==> config.mk <==
export PLATFORM = sky130hd
export DESIGN_NAME = sdramc_arb2
export DESIGN_NICKNAME = d
export VERILOG_FILES = /design/src/rtl/sdramc_arb2.sv
export SDC_FILE = /design/constraint.sdc
export NUM_CORES = 1
export LEC_CHECK = 0
export ABC_CLOCK_PERIOD_IN_PS = 2000
export CORE_AREA = 2 2 117 119
export CTS_BUF_LIST = sky130_fd_sc_hd__clkbuf_4
export DETAILED_ROUTE_END_ITERATION = 16
export DIE_AREA = 0 0 119 121
export PLACE_DENSITY = 0.67
export SKIP_CTS_REPAIR_TIMING = 1
export SKIP_LAST_GASP = 1
export SYNTH_ARGS = -nofsm -noshare
export SYNTH_HDL_FRONTEND = slang
export SYNTH_SLANG_ARGS = --single-unit
==> constraint.sdc <==
create_clock -name clk -period 2 [get_ports clk]
set_input_delay 0.2 -clock clk [delete_from_list [all_inputs] [get_ports clk]]
set_output_delay 0.2 -clock clk [all_outputs]
set_load 0.01 [all_outputs]
==> src/rtl/sdramc_arb2.sv <==
// Two-port round-robin arbiter in front of the SDRAM controller command/data interface.
//
// Two masters share one controller. The granted master's command, address, write data and
// byte mask are muxed onto the m_* side; write bursts are sequenced beat by beat after the
// accepting cycle. Returning read beats are steered to the issuing master through an in-order
// tag FIFO of {port, len}, so several reads may be outstanding at once.
//
// Ports:
//   clk, rst                    controller clock, asynchronous active-high reset
//   pN_cmd / pN_cmd_en          port N command (0 read, 1 write) and request (held until ack)
//   pN_cmd_ack                  port N command accepted
//   pN_cmd_len / pN_addr        port N burst length minus 1, byte address
//   pN_wr_data / pN_wr_mask     port N write beat and byte mask
//   pN_rd_data / _valid         port N read beat (data broadcast, valid steered by tag)
//   m_*                         controller command/data interface
//   rd_orphan                   sticky: a read beat arrived with nothing outstanding
module sdramc_arb2 #(
    parameter int unsigned AW       = 23,
    parameter int unsigned DW       = 32,
    parameter int unsigned RQ_DEPTH = 4
) (
    input  logic              clk,
    input  logic              rst,

    input  logic              p0_cmd,
    input  logic              p0_cmd_en,
    output logic              p0_cmd_ack,
    input  logic [3:0]        p0_cmd_len,
    input  logic [AW-1:0]     p0_addr,
    input  logic [DW-1:0]     p0_wr_data,
    input  logic [DW/8-1:0]   p0_wr_mask,
    output logic [DW-1:0]     p0_rd_data,
    output logic              p0_rd_data_valid,

    input  logic              p1_cmd,
    input  logic              p1_cmd_en,
    output logic              p1_cmd_ack,
    input  logic [3:0]        p1_cmd_len,
    input  logic [AW-1:0]     p1_addr,
    input  logic [DW-1:0]     p1_wr_data,
    input  logic [DW/8-1:0]   p1_wr_mask,
    output logic [DW-1:0]     p1_rd_data,
    output logic              p1_rd_data_valid,

    output logic              m_cmd,
    output logic              m_cmd_en,
    input  logic              m_cmd_ack,
    output logic [3:0]        m_cmd_len,
    output logic [AW-1:0]     m_addr,
    output logic [DW-1:0]     m_wr_data,
    output logic [DW/8-1:0]   m_wr_mask,
    input  logic [DW-1:0]     m_rd_data,
    input  logic              m_rd_data_valid,

    output logic              rd_orphan
);

    localparam int unsigned PW = $clog2(RQ_DEPTH);
    localparam logic [PW:0] PtrOne = {{PW{1'b0}}, 1'b1};

    typedef enum logic [1:0] {StIdle, StReq, StWdata} state_e;

    state_e       state_q;
    logic         gnt_q;
    logic         rr_last_q;
    logic [3:0]   wcnt_q;
    logic [3:0]   rcnt_q;
    logic [PW:0]  wptr_q;
    logic [PW:0]  rptr_q;
    logic         tag_port_q [RQ_DEPTH];
    logic [3:0]   tag_len_q  [RQ_DEPTH];
    logic         orphan_q;

    logic         g_cmd;
    logic         g_cmd_en;
    logic [3:0]   g_cmd_len;
    logic         fifo_empty;
    logic         fifo_full;
    logic         elig0;
    logic         elig1;
    logic         ack_hit;
    logic         push;
    logic         beat;
    logic         pop;
    logic         head_port;
    logic [3:0]   head_len;

    // Granted-port mux; gnt resets to 0 so the m_* side follows port 0 out of reset.
    assign g_cmd     = gnt_q ? p1_cmd     : p0_cmd;
    assign g_cmd_en  = gnt_q ? p1_cmd_en  : p0_cmd_en;
    assign g_cmd_len = gnt_q ? p1_cmd_len : p0_cmd_len;

    assign m_cmd     = g_cmd;
    assign m_cmd_len = g_cmd_len;
    assign m_addr    = gnt_q ? p1_addr    : p0_addr;
    assign m_wr_data = gnt_q ? p1_wr_data : p0_wr_data;
    assign m_wr_mask = gnt_q ? p1_wr_mask : p0_wr_mask;

    // Pointers carry one extra wrap bit to tell full from empty.
    assign fifo_empty = (wptr_q == rptr_q);
    assign fifo_full  = (wptr_q[PW] != rptr_q[PW]) && (wptr_q[PW-1:0] == rptr_q[PW-1:0]);

    // A full tag FIFO only holds back reads; writes stay eligible.
    assign elig0 = p0_cmd_en && (p0_cmd || !fifo_full);
    assign elig1 = p1_cmd_en && (p1_cmd || !fifo_full);

    assign m_cmd_en   = (state_q == StReq) && g_cmd_en;
    assign ack_hit    = m_cmd_en && m_cmd_ack;
    assign p0_cmd_ack = ack_hit && !gnt_q;
    assign p1_cmd_ack = ack_hit && gnt_q;
    assign push       = ack_hit && !g_cmd;

    assign head_port = tag_port_q[rptr_q[PW-1:0]];
    assign head_len  = tag_len_q[rptr_q[PW-1:0]];
    assign beat      = m_rd_data_valid && !fifo_empty;
    assign pop       = beat && (rcnt_q == head_len);

    assign p0_rd_data       = m_rd_data;
    assign p1_rd_data       = m_rd_data;
    assign p0_rd_data_valid = beat && !head_port;
    assign p1_rd_data_valid = beat && head_port;
    assign rd_orphan        = orphan_q;

    // Grant / write-burst sequencer.
    always_ff @(posedge clk or posedge rst) begin
        if (rst) begin
            state_q   <= StIdle;
            gnt_q     <= 1'b0;
            rr_last_q <= 1'b1;
            wcnt_q    <= 4'd0;
        end else begin
            case (state_q)
                StIdle: begin
                    if (elig0 || elig1) begin
                        // Contention goes to the port that was not served last.
                        gnt_q   <= (elig0 && elig1) ? ~rr_last_q : elig1;
                        state_q <= StReq;
                    end
                end
                StReq: begin
                    if (!g_cmd_en) begin
                        state_q <= StIdle;
                    end else if (m_cmd_ack) begin
                        rr_last_q <= gnt_q;
                        // The ack cycle already carried write beat 0.
                        if (g_cmd && (g_cmd_len != 4'd0)) begin
                            wcnt_q  <= g_cmd_len;
                            state_q <= StWdata;
                        end else begin
                            state_q <= StIdle;
                        end
                    end
                end
                StWdata: begin
                    wcnt_q <= wcnt_q - 4'd1;
                    if (wcnt_q == 4'd1) begin
                        state_q <= StIdle;
                    end
                end
                default: state_q <= StIdle;
            endcase
        end
    end

    // Read tag FIFO and return-beat counter.
    always_ff @(posedge clk or posedge rst) begin
        if (rst) begin
            wptr_q   <= '0;
            rptr_q   <= '0;
            rcnt_q   <= 4'd0;
            orphan_q <= 1'b0;
            for (int i = 0; i < int'(RQ_DEPTH); i++) begin
                tag_port_q[i] <= 1'b0;
                tag_len_q[i]  <= 4'd0;
            end
        end else begin
            if (push) begin
                tag_port_q[wptr_q[PW-1:0]] <= gnt_q;
                tag_len_q[wptr_q[PW-1:0]]  <= g_cmd_len;
                wptr_q                     <= wptr_q + PtrOne;
            end
            if (pop) begin
                rptr_q <= rptr_q + PtrOne;
                rcnt_q <= 4'd0;
            end else if (beat) begin
                rcnt_q <= rcnt_q + 4'd1;
            end
            if (m_rd_data_valid && fifo_empty) begin
                orphan_q <= 1'b1;
            end
        end
    end

endmodule

Yosys cells after proc, flatten, opt, wreduce, memory -nomap -nowiden

Index checks and enable logic that the tools add are counted.

$add $sub $neg: 4
$lt $le $gt $ge: 3
Eq/ne operators: 13
Muxes and demuxes: 31
Bitwise gates (word level): 3
Reductions and logical operators: 32

Operators with widths:

| kind                                                | number |
|---|---|
| 2-to-1 mux 4 bit                                    | 10 |
| 2-to-1 mux 32 bit                                   | 1 |
| 2-to-1 mux 23 bit                                   | 1 |
| bitwise mux 16 bit                                  | 1 |
| logical AND 1 bit                                   | 16 |
| 2-to-1 mux 2 bit                                    | 5 |
| binary-select mux 4 bit (select 2 bit)              | 1 |
| demux 4 bit (select 2 bit)                          | 1 |
| inequality test 2 bit, second input constant        | 4 |
| case mux 4 bit (2 select lines)                     | 1 |
| adder 3 x 1 -> 3 bit, second input constant         | 2 |
| >= comparator 3 bit, second input constant          | 2 |
| 2-to-1 mux 1 bit                                    | 6 |
| NOT 2 -> 3 bit                                      | 2 |
| case mux 2 bit (3 select lines)                     | 1 |
| AND reduction 3 bit                                 | 2 |
| zero test 1 bit                                     | 5 |
| adder 4 x 1 -> 4 bit, second input constant         | 1 |
| bitwise mux 4 bit                                   | 1 |
| equality test 4 x 1 -> 1 bit, second input constant | 1 |
| equality test 4 bit                                 | 1 |
| AND reduction 4 bit                                 | 1 |
| nonzero test 2 bit                                  | 2 |
| nonzero test 4 bit                                  | 1 |
| other kinds (15)                                    | 17 |

Flip-flop bits (word level): 39
Bits of input ports: 166
Output and inout port bits: 134
Word-level logic and storage cells: 102

Longest topological paths before layout

Gate-level depths: netlist of run 1.

Depth in word-level cells: 8
Depth in mapped cells: 6
Gate-level depth less buffers: 5

Worst setup path after synthesis of run 1

Ideal clock, no wire load.

Path type: flip-flop to flip-flop
Start point: register rptr_q[0]
End point: register rptr_q[1]
Setup time: 128 ps
Data arrival time: 1791 ps
Data required time: 1872 ps
Setup slack: 82 ps
Stages on the path, launching flop included: 7
Clock period less this slack: 1918 ps
Path through: dfrtp_1 > buf_6 > mux4_2 > xnor2_1 > nand4_1 > nor2_2 > mux2_1

Longest elaborated chain between the ends: 6

RTL lines:

| element                                              | RTL line | text |
|---|---|---|
| start: declaration                                   | 69       | `logic [PW:0] rptr_q;` |
| start signal: assignment                             | 183      | `rptr_q <= rptr_q + PtrOne;` |
| NOT 2 -> 3 bit (not written as such)                 | 114      | `assign head_len = tag_len_q[rptr_q[PW-1:0]];` |
| binary-select mux 4 bit (select 2 bit)               | 114      |  |
| 2-to-1 mux 4 bit (not written as such) (2 in series) | 114      |  |
| equality test 4 bit                                  | 116      | `assign pop = beat && (rcnt_q == head_len);` |
| logical AND 1 bit                                    | 116      |  |

Several ways; a longest one is shown, not always the timed one. The select of a mux whose other input is x is not followed.
A chain may end at the register's enable or synchronous reset.

Worst setup path in the final report of run 1

Start point: register gnt_q
End point: output port m_cmd

Longest elaborated chain between the ends: 1

RTL lines:

| element                  | RTL line | text |
|---|---|---|
| start: declaration       | 64       | `logic gnt_q;` |
| start signal: assignment | 136      | `gnt_q <= (elig0 && elig1) ? ~rr_last_q : elig1;` |
| 2-to-1 mux 1 bit         | 89       | `assign g_cmd = gnt_q ? p1_cmd : p0_cmd;` |
| end: declaration         | 45       | `output logic m_cmd,` |

No other way between the ends.

==> results.md, run 1 <==
- At the end of the flow, the number of nets in the layout was about 640.
- For the worst flop-to-flop path, the logic depth is 7.
- The checks that failed: setup timing.
- The die height is 121 um.
- Power spread over the standard cell area amounts to 1120 nW/um2.
- dfrtp_1 takes more of the synthesized area than any other cell.
- The global-route usage over all layers is 15.7%.
- The relative contribution of combinational cells to total power is 68.0%.
- The slew of the pin with the lowest slew margin is between 500 and 600 ps.
- The share of synthesized area in the top cell type comes to approximately 30%.
- The category of cells accounting for the largest share of critical-path delay is buffers and inverters.
- Once detailed placement completed, the half-perimeter wirelength came to 9410 um.
- The number of placed instances, taps included, is between 600 and 700.
- The kind of start point of the critical path is a register.
- Counting every sink on the clock net gives 39.
- The reg-to-reg critical path startpoint is rptr_q[0].
- The final estimated routing congestion in global placement is between 0.8 and 0.9.
- The number of enable flip-flop cells after synthesis is 0.
- The clock network fraction of design power is 6.5%.
- In the post-route analysis, the smallest setup slack over all paths is -211 ps.
- The detail route stage leaves a number of antenna-violating nets equal to 0.
- Data on the critical path arrives at its endpoint at 2010 ps.
- In this run the clock root is driven by a clkbuf_4.
- The count of unique library cells instantiated by Yosys is 41.
- The routed layout has 2814 vias.
- The register-to-register setup slack is -120 ps.
- The endpoint of the worst setup timing path is m_cmd.
- The post-placement setup slack is -270 ps.
- The cell row count is 42.
- After synthesis, the cell types taking the most area are dfrtp_1 30%, mux2_2 22%, buf_4 15%.
- Excluding fillers, the count of instances in the completed layout stands at 642.
- The number of pins with negative max-slew slack in the final report is 0.
- After clock tree synthesis, the clock-pin slew on the worst setup and hold paths is 130 ps.
- The count of synthesis-stage warnings from yosys is 0.
- The beginning of the critical path is gnt_q.
- The routed length per placed instance is 18.1 um.
- For this design the total switching power over the nets is 2.30 mW.
- The number of hold violations in the final report is 0.
- The final critical delay including setup and external delays is ~2200 ps.
- The first global-routing pass estimated 17500 um of wire.
- In this run the number of cells on the critical path is 4.
- The cell area that synthesis handed to floorplanning was 3180 um2.
- The clock buffer count from CTS is 5.
- The run finished, with violations left.
- Internal power comes to 3.78 mW.
- The total of buffers placed on input and output ports is 203.
- The fraction of layout cells with a size suffix above 1 is 27.6%.
- The library cells used most frequently in the layout, excluding fill and tap cells, are 176 x clkdlybuf4s50_1, 59 x mux2_2, 36 x dfrtp_1.
- Compared with the post-synthesis result, the final layout area differs by 71.3%.
- The post-detailed-routing wire length is 11600 um.
- The class of the most critical setup path is reg2out.
- The most used flip-flop cell after synthesis is dfrtp_1.
- The largest buffer count on any clock path is 2.
- Sequential cells account for 25.5% of the total power.
- The number of flip-flops and latches in the synthesized netlist is 39.
- In the routed design, unresolved DRC markers number 0.
- For this run the aggregate overflow at the end of global routing stands at 0.
- The class of the tightest hold or removal check is in2async.
- The total chip power is 6.09 mW.
- The H-tree depth is 2.
- The total core area is approximately 13000 um2.
- Summing the sequential cell areas from Yosys gives 30.7% of the chip area.
- Setup repair after global routing could not meet its margin everywhere.
- Walking the worst path, the cells encountered are mux2i_2, inv_1, buf_4, clkdlybuf4s50_1.
- The detailed router finished its first iteration with 76 violations.
- The CTS tree is built.
- The net count after synthesis is 469.
- The via count of the first global-routing pass was 3168.
- Net switching is about 38% of the power.
- The synthesized netlist cell count is 295.
- After synthesis, the share of flip-flops with an asynchronous set or reset is 100%.
- The initial utilization of the core area, before any placement, comes to 24.3%.
- The maximum fanout along the worst path is 6.
- VDD sags by at most approximately 410 uV.
- Entering global routing, the biggest net connects slightly above 40 pins.
- The leakage power total is 2.49 nW.
- In this run the critical register-to-register path is captured at rptr_q[2].
- For this run, the detailed router's first-pass iteration total came to 4.
- The most frequent standard cell in the layout excluding fill and tap cells is clkdlybuf4s50_1.
- The area of the die is 14400 um2.
- Clock latency on the worst-skew pair, taken at its later pin, is 360 ps.
- Max-cap violations in this run came to 0.
- The initial antenna violation count is 3.
- The average via count per standard cell is 4.38.
- The critical path contains buffers and inverters numbering 3 combined.
- Clock skew on the completed layout was measured at 21.5 ps.
- The master of the slowest instance on the critical path is dfrtp_2.
- The peak clock frequency supported by timing is 452 MHz.
- In this run the tightest slew margin relative to its limit is 66.1%.
- The horizontal extent of the die is around 120 um.
- The endpoint class of the critical path is an output pin.
- In this run the count of I/O pins placed on the die edge is 300.
- The share of the cycle needed by the critical path after routing is 111%.
- STA puts the critical path data required time at 1800 ps.
- The largest stage delay on the critical path is between 400 and 500 ps.
- The average footprint of a synthesized cell is 10.8 um2.
- Setup violations remaining at the end of the flow were counted as between 50 and 60.
routing by layer:
layer	GRT usage (%)	wire (um)	up-vias
li1	-	-	1309
met1	17.9	4510	1342
met2	27.6	5880	138
met3	5.64	1020	25
met4	4.39	233	0
met5	0	0	-
state kept, by name (all words and copies together) (netlist names):
register,cells
tag_len_q,16
rcnt_q,4
tag_port_q,4
wcnt_q,4
rptr_q,3
wptr_q,3
state_q,2
gnt_q,1
rd_orphan,1
rr_last_q,1
cell usage after synthesis, types with 4 or more instances:
cell / n
mux2_2: 63
mux4_2: 5
xor2_1: 4
nor2_1: 6
nand2_1: 14
ha_1: 8
mux2_1: 21
inv_1: 8
xnor2_1: 9
buf_4: 65
buf_1: 4
o21ai_1: 7
dfrtp_1: 38
worst min-delay path by stage:
stage	startpoint	to	slack [ps]
finish	rst	gnt_q	270
global route	rst	tag_len_q[15]	340
CTS	rst	tag_len_q[4]	290
detailed placement	m_rd_data[10]	p0_rd_data[10]	400
global placement	m_rd_data[10]	p0_rd_data[10]	400
floorplan	m_cmd_ack	state_q[0]	310
area by class of cell:
class / instances / area (um2)
Tap cell: 176 / 220
Multi-Input combinational cell: 174 / 1780
Antenna cell: 3 / 7.51
Clock inverter: 3 / 15.0
Inverter: 8 / 30.0
Sequential cell: 39 / 980
Timing Repair Buffer: 234 / 2380
Fill cell: 1281 / 7630
Clock buffer: 5 / 37.5
metrics by stage:
step                util [%]  TNS [ps]  hold slack [ps]  area, um2
finish                  41.7     -6760              266       5460
global route            41.7    -12380              340       5460
CTS                     39.1    -17010              291       5110
detailed placement      38.7     -5520              400       5060
global placement        38.7     -4370              400       5060
floorplan                  -         0              307       3180
tightest hold or removal path: stages:
cell and delay, ps:
clkdlybuf4s50_1 400, inv_1 50, buf_4 430
power groups by stage:
stage	registers, mW	clock network [mW]	logic [mW]
finish	1.55	0.396	4.14
global route	1.61	0.442	4.47
floorplan	1.36	0	2.26
CTS	1.53	0.402	3.78
detailed placement	1.54	0	3.74
global placement	1.53	0	3.67
logic make-up (layout without fill, tap and decap cells):
| group | Yosys count | in the layout | share of synthesized area [%] |
|---|---|---|---|
| xor+xnor | 13 | 13 | 3.58 |
| buf+inv | 82 | 250 | 17.6 |
| flops | 39 | 39 | 30.7 |
| simple gates | 41 | 41 | 6.64 |
| compound gates | 21 | 21 | 4.48 |
| fa+ha+maj | 8 | 8 | 3.14 |
| other cells | 0 | 3 | 0 |
| mux | 91 | 91 | 33.9 |
No activity file was read; power rests on OpenSTA's default activity.
==> inputs of run 2 (changes only) <==
ABC_CLOCK_PERIOD_IN_PS = default   (was 2000)
==> results of run 2 <==
Final layout, timing and power as in run 1 (identical DEF).
==> inputs of run 3 (changes only) <==
ABC_AREA = 1   (was default)
CORE_AREA = 2 2 116 118   (was 2 2 117 119)
DIE_AREA = 0 0 118 120   (was 0 0 119 121)
PLACE_DENSITY = 0.71   (was 0.67)
==> run 3 against run 2 <==
Net effect:
- the run still ends with setup timing left
- first-iteration DRC count rose to 2.9 times the previous value
- power is 13% higher
- register-to-register slack improved by 360 ps
- via count rose by 32%
- die area decreased by 1.7%
- worst hold slack got worse by 120 ps
- fmax grew 6.2%
- area after synthesis rose by 8.1%
- design area rose by 4.4%
- cell count up 36%
- synthesized cell count rose by 82%
- largest cell class unchanged
- highest routed layer is now met5
==> results.md, run 3 <==
- The cell row count is 42.
- The top cell type by area accounts for around 30% of the synthesized area.
- The class of the tightest hold or removal check is in2async.
- The number of flip-flops under the largest register name is 16.
- The number of top-level design ports is 300.
- For met1 alone, demand over resource in global routing was 23.4%.
- nand2_1 takes more of the synthesized area than any other cell.
- CTS placed an instance of clkbuf_4 at the clock tree root.
- The die is 118 um wide.
- The largest buffer count on any clock path is 2.
- The initial cell density of the core is 26.5%.
- Leaving out fill and tap cells, the most frequent cells in the layout are 273 x nand2_1, 136 x clkdlybuf4s50_1, 66 x dlymetal6s2s_1.
- Yosys instantiated no cell more often than nand2_1.
- Headroom to the max-slew limit came out at 67.5%.
- The count of maximum capacitance violations is 0.
- The average via count per standard cell is ~4.3.
- The first global-routing pass estimated about 21000 um of wire.
- Derived from the worst setup path, the maximum achievable clock frequency is 480 MHz.
- Buffers inserted during clock tree synthesis total 5.
- The number of sinks on the clock net is 39.
- The overall overflow remaining after global route is 0.
- For the worst setup path, the data required time is 1800 ps.
- Setup repair after global routing could not meet its margin everywhere.
- The final setup slack of the worst path is -82.3 ps.
- The leakage power total is 3.43 nW.
- The final non-filler cell area is roughly 5700 um2.
- The final estimated routing congestion in global placement is approximately 0.8.
- The number of hold violations in the final report came to 0.
- The die covers 14200 um2.
- The number of pins with negative max-slew slack in the final report is 0.
- TritonCTS built the clock tree.
- The slew of the pin with the lowest slew margin is 486 ps.
- The clock-pin slew of the registers on the worst-case setup and hold paths is 130 ps.
- The post-detailed-routing wire length is 14500 um.
- The H-tree depth is 2.
- The number of antenna cells inserted is 0.
- Summed over all failing endpoints, the final setup total negative slack is -98.7 ps.
- At the worst endpoint, the arrival time is 1880 ps.
- The synthesized netlist occupies a cell area of 3440 um2.
- The via count of the first global-routing pass is 3694.
- For the finished layout, the period the worst path requires is about 2100 ps.
- On the final layout, the worst hold slack is 150 ps.
- The first TritonRoute pass finished after 4 iterations.
- The share of the cycle needed by the critical path after routing is 104%.
- Setup violations remaining at the end of the flow were counted as 2.
- The count of antenna-violating nets left after detailed routing is 0.
- In the synthesized netlist the dominant register cell turns out to be dfrtp_1.
- The kind of start point of the critical path is a register.
- The final reports fail on setup timing.
- The synthesized netlist cell count is 537.
- At the later pin of the worst-skew pair, clock insertion delay measures 360 ps.
- The met2 capacity usage during global routing is 31.3%.
- In this run the standard cell core region covers 13000 um2.
- Relative to the synthesized area, the layout overhead comes to 65.5%.
- The area of placed instances is approximately 5300 um2.
- The maximum fanout along the worst path is 8.
- The average footprint of a synthesized cell is 6.41 um2.
- The number of vias in the routed layout is 3719.
- The largest stage delay on the critical path is about 530 ps.
- Counting flops and latches in the post-synthesis netlist gives 39.
- The slowest stage of the critical path belongs to the cell clkdlybuf4s50_1.
- STA classifies the critical path endpoint as an output pin.
- The global routing usage on met3 is 8.27%.
- The class of the most critical setup path is reg2out.
- The initial antenna violation count is 1.
- Walking the worst path, the cells encountered are inv_2, nand2_1, a32oi_2, inv_1, nor2_1, clkdlybuf4s50_1.
- For this run, design rule violations remaining after detail routing come to 0.
- The clock arrives with around 17 ps of skew.
- The power density over the cells is 1210 nW/um2.
- In the final design database the tool counted 869 nets.
- The initial detailed-routing violation count is about 220.
- The floorplan step set the die height to around 120 um.
- The number of filler cells placed in the layout is 1333.
- Counting instances in the post-synthesis netlist gives the leading cell types as 273 x nand2_1, 65 x buf_4, 38 x dfrtp_1.
- The net count after synthesis is 711.
- The routed length per placed instance is 16.7 um.
- The run finished, with violations left.
- The library cell used most frequently in the layout, excluding fill and tap cells, is nand2_1.
- The global-route usage over all layers is 19.0%.
- After legalization and detailed placement, the total HPWL measured 11300 um.
- The total of buffers placed on input and output ports is around 200.
- In the post-synthesis netlist, the biggest area contributors are nand2_1 30%, dfrtp_1 28%, buf_4 14%.
- The total chip power is 6.89 mW.
- Entering global routing, the biggest net connects 48 pins.
- The register with the most flip-flops in the final layout is tag_len_q.
- The fraction of registers with async set or reset after synthesis is 100%.
- The portion of the post-synthesis area used by sequential elements is 28.4%.
- Counting distinct cell types in the post-synthesis netlist gives 33.
- Prior to clock tree synthesis, the placed netlist has a worst setup slack of 54.6 ps.
- For this run, the number of Yosys warnings is 0.
- Cells with a size suffix above 1 make up 9.93% of the layout.
- The layer with the highest usage is met2.
- The synthesized design contains 0 enable-type register cells.
- The worst IR drop on VDD is 421 uV.
[run 3: cell count changes in the layout (fill, tap and decap cells not counted), moves of 10 or more]
cell / before / now
nand2_1: 10 / 273
mux2_2: 59 / 0
inv_1: 8 / 31
nand3_1: 3 / 23
o21ai_0: 3 / 13
clkdlybuf4s50_1: 176 / 136
mux2_1: 20 / 0
dlymetal6s2s_1: 27 / 66
[run 3: layout make-up]
type / instances / area, um2 / area share (%)
Tap cell: 176 / 220 / 3.86
Clock buffer: 5 / 37.5 / 0.659
Multi-Input combinational cell: 381 / 1770 / 31.1
Sequential cell: 39 / 980 / 17.2
Clock inverter: 2 / 37.5 / 0.659
Inverter: 35 / 136 / 2.39
Timing Repair Buffer: 233 / 2510 / 44.1
[run 3: worst paths after layout]
kind	startpoint	to	slack, ps	depth (start not counted)
max	rptr_q[0]	p1_rd_data_valid	-80	6
min	rst	rcnt_q[2]	150	2
max reg2reg	gnt_q	wptr_q[2]	240	7
min reg2reg	rd_orphan	rd_orphan	490	1
max in group asynchronous	rst	tag_len_q[12]	1290	3
min in group clk	m_rd_data[21]	p0_rd_data[21]	400	0
[run 3: where the power goes]
| group | leakage, nW | switching, mW | total (mW) | internal [mW] |
|---|---|---|---|---|
| Clock | 0.0373 | 0.286 | 0.542 | 0.256 |
| Combinational | 2.90 | 2.60 | 4.91 | 2.31 |
| Sequential | 0.492 | 0.301 | 1.44 | 1.14 |
[run 3: logic make-up (layout without fill, tap and decap cells)]
| logic type | Yosys count | after routing | synth area share [%] |
|---|---|---|---|
| DFF | 39 | 39 | 28.4 |
| and+or+nand+nor | 335 | 335 | 41.2 |
| AOI/OAI and AO/OA | 32 | 32 | 5.49 |
| adders and majority gates | 8 | 8 | 2.91 |
| buffers and inverters | 117 | 275 | 20.5 |
| xor gates and xnor gates | 6 | 6 | 1.53 |
[run 3: worst max-delay path: cells and delay by family, from the launching register on]
family,cells,cell delay [ps]
AO/OA/AOI/OAI,1,210
buffers and inverters,3,680
flip-flops,1,510
AND/OR/NAND/NOR,2,140
[run 3: layer usage]
metal	share of wire [%]	wire length [um]	vias up
met2	46	6680	176
met4	1.2	172	2
met5	0.076	11	-
met3	9.5	1380	15
li1	-	-	1900
met1	43	6260	1626
[run 3: metrics by stage]
stage	utilization [%]	cells
floorplan	-	537
global placement	40.8	855
detailed placement	40.8	855
CTS	41.4	862
global route	43.9	871
finish	43.9	871
